**src/rtl/bram_pkg.sv**
```systemverilog
// Shared definitions for the simple-dual-port byte-enable block RAM.
// Contents: FSM state encoding, legal read-latency bounds, per-lane merge helper.
package bram_pkg;

    typedef enum logic {
        ST_INIT  = 1'b0,
        ST_READY = 1'b1
    } bram_state_e;

    localparam int unsigned RDLAT_MIN = 1;
    localparam int unsigned RDLAT_MAX = 2;

    // One byte lane of a strobed write: the new byte where the strobe is set, else the old one.
    function automatic logic [7:0] byte_merge(input logic [7:0] old_byte,
                                              input logic [7:0] new_byte,
                                              input logic       strb);
        return strb ? new_byte : old_byte;
    endfunction

endpackage

```
**src/rtl/bram_sdp_be_if.sv**
```systemverilog
// Bus interface of bram_sdp_be.
//   master: user side, drives INITREQ/REN/RADDR/WEN/WADDR/WSTRB/DIN, sees DOUT/DVALID/INITBUSY
//   slave : RAM side
interface bram_sdp_be_if #(
    parameter int unsigned BRAMWIDE = 32,
    parameter int unsigned BRAMDEPW = 7
) ();
    localparam int unsigned NBYTE = BRAMWIDE / 8;

    logic                INITREQ;
    logic                REN;
    logic [BRAMDEPW-1:0] RADDR;
    logic                WEN;
    logic [BRAMDEPW-1:0] WADDR;
    logic [NBYTE-1:0]    WSTRB;
    logic [BRAMWIDE-1:0] DIN;
    logic [BRAMWIDE-1:0] DOUT;
    logic                DVALID;
    logic                INITBUSY;

    modport master (
        output INITREQ, REN, RADDR, WEN, WADDR, WSTRB, DIN,
        input  DOUT, DVALID, INITBUSY
    );

    modport slave (
        input  INITREQ, REN, RADDR, WEN, WADDR, WSTRB, DIN,
        output DOUT, DVALID, INITBUSY
    );
endinterface

```
**src/rtl/bram_init_seq.sv**
```systemverilog
// Clear-sweep sequencer: walks addresses 0..BRAMDEEP-1 writing zero, one word per cycle.
// Ports:
//   clk, rst   clock, asynchronous active-high reset (reset starts a sweep)
//   init_req   start a new sweep; only honoured while READY
//   init_we    sweep write strobe for the RAM write port
//   init_addr  sweep write address
//   init_busy  high while the sweep runs
module bram_init_seq
    import bram_pkg::*;
#(
    parameter int unsigned BRAMDEPW = 7,
    parameter int unsigned BRAMDEEP = 128
) (
    input  logic                clk,
    input  logic                rst,
    input  logic                init_req,
    output logic                init_we,
    output logic [BRAMDEPW-1:0] init_addr,
    output logic                init_busy
);
    localparam logic [BRAMDEPW-1:0] LAST_ADDR = BRAMDEPW'(BRAMDEEP - 1);

    bram_state_e         state_q, state_d;
    logic [BRAMDEPW-1:0] cnt_q, cnt_d;

    always_ff @(posedge clk or posedge rst) begin
        if (rst) begin
            state_q <= ST_INIT;
            cnt_q   <= '0;
        end else begin
            state_q <= state_d;
            cnt_q   <= cnt_d;
        end
    end

    always_comb begin
        state_d = state_q;
        cnt_d   = cnt_q;
        unique case (state_q)
            ST_INIT: begin
                if (cnt_q == LAST_ADDR) begin
                    state_d = ST_READY;
                    cnt_d   = '0;
                end else begin
                    cnt_d = cnt_q + 1'b1;
                end
            end
            ST_READY: begin
                if (init_req) begin
                    state_d = ST_INIT;
                    cnt_d   = '0;
                end
            end
        endcase
    end

    assign init_we   = (state_q == ST_INIT);
    assign init_addr = cnt_q;
    assign init_busy = init_we;

endmodule

```
**src/rtl/bram_sdp_be.sv**
```systemverilog
// Simple-dual-port block RAM with byte-lane write strobes, 1- or 2-cycle read latency with a
// valid flag, and a sequenced clear sweep after reset or on INITREQ.
// Ports:
//   Clk   sole clock, rising edge
//   Rest  asynchronous active-high reset
//   bus   bram_sdp_be_if.slave (INITREQ, REN/RADDR, WEN/WADDR/WSTRB/DIN, DOUT/DVALID/INITBUSY)
// Build option: define BRAM_BYPASS_EN to forward same-address write data to a colliding read
// (write-first); otherwise a colliding read returns the stored word (read-first).
module bram_sdp_be
    import bram_pkg::*;
#(
    parameter int unsigned BRAMWIDE = 32,
    parameter int unsigned BRAMDEPW = 7,
    parameter int unsigned BRAMDEEP = 128,
    parameter int unsigned RDLAT    = 1
) (
    input logic         Clk,
    input logic         Rest,
    bram_sdp_be_if.slave bus
);
    localparam int unsigned NBYTE = BRAMWIDE / 8;

    if (RDLAT < RDLAT_MIN || RDLAT > RDLAT_MAX) begin : g_bad_rdlat
        $error("bram_sdp_be: RDLAT must be 1 or 2");
    end
    if (BRAMWIDE % 8 != 0 || BRAMWIDE == 0) begin : g_bad_wide
        $error("bram_sdp_be: BRAMWIDE must be a non-zero multiple of 8");
    end
    if (BRAMDEEP < 1 || BRAMDEEP > (1 << BRAMDEPW)) begin : g_bad_deep
        $error("bram_sdp_be: BRAMDEEP must be in 1..2**BRAMDEPW");
    end

    logic                init_we, init_busy;
    logic [BRAMDEPW-1:0] init_addr;

    bram_init_seq #(
        .BRAMDEPW (BRAMDEPW),
        .BRAMDEEP (BRAMDEEP)
    ) u_init_seq (
        .clk       (Clk),
        .rst       (Rest),
        .init_req  (bus.INITREQ),
        .init_we   (init_we),
        .init_addr (init_addr),
        .init_busy (init_busy)
    );

    // A sweep in progress, or one being requested this cycle, kills every read in flight.
    logic flush, rd_acc, wr_acc, rd_in_range, wr_in_range;
    assign flush       = init_busy | bus.INITREQ;
    assign rd_in_range = 32'(bus.RADDR) < BRAMDEEP;
    assign wr_in_range = 32'(bus.WADDR) < BRAMDEEP;
    assign rd_acc      = bus.REN & ~flush;
    assign wr_acc      = bus.WEN & ~init_busy & wr_in_range & (|bus.WSTRB);

    logic [BRAMWIDE-1:0] mem [BRAMDEEP];
    logic [BRAMWIDE-1:0] wr_old, wr_merged, rd_word, rd_data;

    assign wr_old = mem[bus.WADDR];
    for (genvar k = 0; k < NBYTE; k++) begin : g_lane
        assign wr_merged[8*k +: 8] = byte_merge(wr_old[8*k +: 8], bus.DIN[8*k +: 8], bus.WSTRB[k]);
    end

    // Sweep owns the write port while it runs.
    logic                mem_we;
    logic [BRAMDEPW-1:0] mem_waddr;
    logic [BRAMWIDE-1:0] mem_wdata;
    assign mem_we    = init_we | wr_acc;
    assign mem_waddr = init_we ? init_addr : bus.WADDR;
    assign mem_wdata = init_we ? '0 : wr_merged;

    always_ff @(posedge Clk) begin
        if (mem_we) begin
            mem[mem_waddr] <= mem_wdata;
        end
    end

`ifdef BRAM_BYPASS_EN
    // On a same-address write the merged word is exactly what the array will hold next.
    assign rd_word = (wr_acc && (bus.RADDR == bus.WADDR)) ? wr_merged : mem[bus.RADDR];
`else
    assign rd_word = mem[bus.RADDR];
`endif
    assign rd_data = rd_in_range ? rd_word : '0;

    logic [BRAMWIDE-1:0] d1_q;
    logic                v1_q;

    always_ff @(posedge Clk or posedge Rest) begin
        if (Rest) begin
            d1_q <= '0;
            v1_q <= 1'b0;
        end else begin
            v1_q <= rd_acc;
            if (rd_acc) begin
                d1_q <= rd_data;
            end
        end
    end

    if (RDLAT == 2) begin : g_lat2
        logic [BRAMWIDE-1:0] d2_q;
        logic                v2_q;

        always_ff @(posedge Clk or posedge Rest) begin
            if (Rest) begin
                d2_q <= '0;
                v2_q <= 1'b0;
            end else begin
                v2_q <= v1_q & ~flush;
                if (v1_q & ~flush) begin
                    d2_q <= d1_q;
                end
            end
        end

        assign bus.DOUT   = d2_q;
        assign bus.DVALID = v2_q;
    end else begin : g_lat1
        assign bus.DOUT   = d1_q;
        assign bus.DVALID = v1_q;
    end

    assign bus.INITBUSY = init_busy;

endmodule

```
**src/flat_wrapper.sv**
```systemverilog
// flat-port wrapper written by rule: the top's interface ports become plain ports
module bram_sdp_be_flat import bram_pkg::*;
#(
    parameter int unsigned BRAMWIDE = 32,
    parameter int unsigned BRAMDEPW = 7,
    parameter int unsigned BRAMDEEP = 128,
    parameter int unsigned RDLAT    = 1
)
  (Clk, Rest, bus_INITREQ, bus_REN, bus_RADDR, bus_WEN, bus_WADDR, bus_WSTRB, bus_DIN, bus_DOUT, bus_DVALID, bus_INITBUSY);
  bram_sdp_be_if #(.BRAMWIDE(BRAMWIDE), .BRAMDEPW(BRAMDEPW)) bus_i ();
  input logic Clk;
  input logic Rest;
  input wire logic [$bits(bus_i.INITREQ)-1:0] bus_INITREQ;
  input wire logic [$bits(bus_i.REN)-1:0] bus_REN;
  input wire logic [$bits(bus_i.RADDR)-1:0] bus_RADDR;
  input wire logic [$bits(bus_i.WEN)-1:0] bus_WEN;
  input wire logic [$bits(bus_i.WADDR)-1:0] bus_WADDR;
  input wire logic [$bits(bus_i.WSTRB)-1:0] bus_WSTRB;
  input wire logic [$bits(bus_i.DIN)-1:0] bus_DIN;
  output wire logic [$bits(bus_i.DOUT)-1:0] bus_DOUT;
  output wire logic [$bits(bus_i.DVALID)-1:0] bus_DVALID;
  output wire logic [$bits(bus_i.INITBUSY)-1:0] bus_INITBUSY;
  assign bus_i.INITREQ = bus_INITREQ;
  assign bus_i.REN = bus_REN;
  assign bus_i.RADDR = bus_RADDR;
  assign bus_i.WEN = bus_WEN;
  assign bus_i.WADDR = bus_WADDR;
  assign bus_i.WSTRB = bus_WSTRB;
  assign bus_i.DIN = bus_DIN;
  assign bus_DOUT = bus_i.DOUT;
  assign bus_DVALID = bus_i.DVALID;
  assign bus_INITBUSY = bus_i.INITBUSY;
  bram_sdp_be #(.BRAMWIDE(BRAMWIDE), .BRAMDEPW(BRAMDEPW), .BRAMDEEP(BRAMDEEP), .RDLAT(RDLAT)) u_core (.Clk(Clk), .Rest(Rest), .bus(bus_i));
endmodule
```
**config.mk**
```make
export PLATFORM = sky130hd
export DESIGN_NAME = bram_sdp_be_flat
export DESIGN_NICKNAME = d
export VERILOG_FILES = /design/src/rtl/bram_pkg.sv /design/src/rtl/bram_sdp_be_if.sv /design/src/rtl/bram_init_seq.sv /design/src/rtl/bram_sdp_be.sv /design/src/flat_wrapper.sv
export SDC_FILE = /design/constraint.sdc
export NUM_CORES = 2
export LEC_CHECK = 0
export BUFFER_PORTS_ARGS = -buffer_cell sky130_fd_sc_hd__buf_4
export CAP_MARGIN = 10
export CORE_MARGIN = 2
export CORE_UTILIZATION = 50
export DETAILED_ROUTE_END_ITERATION = 10
export MAX_ROUTING_LAYER = met4
export PLACE_DENSITY_LB_ADDON = 0.15
export SLEW_MARGIN = 10
export SYNTH_ARGS = -nofsm -noshare
export SYNTH_HDL_FRONTEND = slang
export SYNTH_SLANG_ARGS = --single-unit
```
**constraint.sdc**
```tcl
create_clock -name Clk -period 24.7 [get_ports Clk]
set_input_delay 1.235 -clock Clk [delete_from_list [all_inputs] [get_ports Clk]]
set_output_delay 1.235 -clock Clk [all_outputs]
set_load 0.01 [all_outputs]
```
==> results.md <==
* GRT Util Overall at 0.384
* CTS H-tree depth at 5
* Reg2reg setup slack at around 19 ns
* Clk buf depth at 4
* Wire length on met1 at between 200000 and 300000 um
* Synth area leader: edfxtp_1
* Core Region at roughly 380000 um2
* Cts hold-fix bufs at 0
* Setup bufs post-CTS at 0
* PD cells at 78.9 nW/um2
* Share of cells above drive strength 1 at 0.315
* Post-route cell area at 215000 um2
* # rows at 228
* Sum of negative setup slack at 0 ns
* Starting Density at 0.501
* Post-DRT Antenna Nets at 0
* CTS tree: built
* Async SR Flop Fraction at 0.00991
* Synth top area cells: edfxtp_1 64%, mux4_2 20%, mux2i_1 4.3%
* Placed cell areas at 201000 um2
* Synth top area share at 0.638
* GPL Wtd Cong at 0.927
* Status: finished clean
* Relative slew slack at 0.128
* Wire length on met2 at around 330000 um
* Reg-to-reg critical path endpoint: u_core.mem[42][8]$_DFFE_PP_
* Initial DRC count at around 22000
* Full die area at 390000 um2
* Post-Syn Area at 193000 um2
* Number of global-route vias before repair at 117402
* Register area share after synthesis at 0.643
* P_leak at 69.1 nW
* Commonest non-fill, non-tap cell in the layout: edfxtp_1
* FMAX at 129 MHz
* Nets at about 10000
* Setup Viol. Count Final at 0
* Initial antenna violation count at between 40 and 50
* CTS clk-pin slew, worst paths at around 0.060 ns
* Total length of routed met3 wires at 100000 um
* Wire per inst at around 47 um
* DR top layer: met4
* CP Class: input port to flop
* Number of synthesized register bits at 4137
* Worst Path Required at around 25 ns
* DIE HEIGHT at 625 um
* DRT Pass-1 Iters at 6
* Post-synth net total at 10185
* Pin count of the biggest net entering global routing at 129
* Most frequent cells in the layout: 4096 x edfxtp_1, 1690 x mux4_2, 826 x mux2i_1
* Number of flops mapped to enable cells by yosys at 4096
* Slew Limit Fails at 0
* Least-Margin Pin Slew at between 1 and 1.5 ns
* Clk_skew at 0.0612 ns
* CTS buffer count at 437
* Leading register cell type out of synthesis: edfxtp_1
* Port Buffers at ~90
* DR DRC count at 0
* Average size of a mapped cell at 19.0 um2
* Congestion Overflow GR at 0
* R2R depth at 7
* Post-layout util at 0.558
* Worst Path Arrival at 8.40 ns
* Area grow syn2layout at 11.3%
* Root buffer cell: clkbuf_16
* Worst setup SP type: input port
* Cells after synthesis at roughly 10000
* Crit share post-route at 0.314
* Worst reg2reg path startpoint: u_core.u_init_seq.state_q$_DFF_PP0_
* Die X-Extent at 625 um
* Vias per inst at 7.68
* Minimum clock period at 7.76 ns
* Io pins at 89
* Yosys cell types at 64
* Via count at ~120k
* Clk Latency, worst-skew pair at between 1 and 1.5 ns
* CTS resizes at 0
* Peak supply drop at 0.0000719 V
* CTS Sinks at 4137
* Crit-path max FO at between 90 and 100
* DP Wirelength at 428000 um
* RSZ-0062 raised after global routing: no
* Hold Crit Class: input port to async pin
* Final hold vios at 0
* Worst setup EP type: flop
* First-pass GRT wire length at 990000 um
* Max Cap Viol at 0
* Final WL at 736000 um
* Yosys warnings at 0
-- where the power goes --
part	internal (mW)	total, mW	switching (mW)
Sequential	8.01	8.26	0.254
Clock	3.63	6.47	2.84
Combinational	0.679	2.20	1.52
Total	12.3	16.9	4.62
-- flip-flops by register name, indices dropped and copies added, names as in the netlist --
signal	count
u_core.u_init_seq.state_q	1
u_core.mem	4096
u_core.bus.DVALID	1
u_core.bus.DOUT	32
u_core.u_init_seq.init_addr	7
-- logic make-up after synthesis --
group / share of synthesized area
AO/OA/AOI/OAI: 0.0578
XOR/XNOR: 0.000182
adder cells (fa/ha/maj): 0.0000649
buffers and inverters: 0.0216
flip-flops: 0.643
multiplexers: 0.258
AND/OR/NAND/NOR: 0.0184
-- worst max-delay path, stage by stage --
cell      delay [ns]
buf_8           0.36
buf_4           0.57
buf_4           0.60
buf_4           0.63
buf_4           0.67
buf_4           0.72
mux2i_1         0.18
a22oi_1         0.25
a21oi_1         0.10
nor3_1          0.46
a41oi_1         0.24
a221oi_4        1.11
buf_4           0.90
-- per-layer routing --
metal	GRT usage	up-vias
met4	0.240	0
met3	0.102	2053
met2	0.552	9951
met5	-	-
met1	0.489	64398
li1	-	44361
-- worst max path at each step --
stage               slack [ns]  cells past startpoint                             to          from
floorplan                15.02                     10    u_core.mem[0][30]$_DFFE_PP_  bus_WADDR[1]
global placement         16.09                     13   u_core.mem[104][7]$_DFFE_PP_  bus_WADDR[1]
detailed placement       15.94                     13   u_core.mem[106][7]$_DFFE_PP_  bus_WADDR[1]
CTS                      16.96                     13   u_core.mem[113][7]$_DFFE_PP_  bus_WADDR[1]
global route             16.61                     13  u_core.mem[116][22]$_DFFE_PP_  bus_WADDR[0]
finish                   16.94                     13  u_core.mem[112][23]$_DFFE_PP_  bus_WADDR[1]
-- Yosys cell counts (6+ instances only) --
cell type	number
nor4_1	28
mux2i_1	826
dfrtp_1	41
o32ai_1	7
o21ai_0	128
mux4_2	1690
o22a_1	28
o31a_1	32
nor2_1	291
o221ai_1	297
nor3_1	6
a221oi_1	130
o31ai_1	38
buf_4	55
inv_1	14
and2_1	91
nand4_1	38
nor2b_1	17
nand2b_1	12
a221o_1	31
edfxtp_1	4096
buf_2	282
a22oi_1	125
clkbuf_1	369
mux2_2	310
or2_2	10
buf_6	53
nand3_1	57
or4_1	32
nand2_1	163
a211oi_1	114
buf_1	61
o22ai_1	360
o211ai_1	6
a21oi_1	237
-- metrics by stage --
step	hold slack (ns)	worst slack [ns]	std cells	power, mW
floorplan	0.527	15.02	10129	9.38
global placement	0.596	16.09	14878	10.5
detailed placement	0.623	15.94	14878	10.5
CTS	0.379	16.96	15680	16.9
global route	0.413	16.61	15710	17.2
finish	0.423	16.94	15716	16.9
-- final cells by class --
type | count | area, um2
inverter | 16 | 82.6
clock buffer | 543 | 11500
antenna | 34 | 85.1
fill | 28884 | 170000
clock inverter | 259 | 2260
timing repair buffer | 516 | 4090
multi-input combinational | 5151 | 66200
sequential | 4137 | 124000
tap | 5060 | 6330
Note: power is estimated with default switching activity, not from simulation.
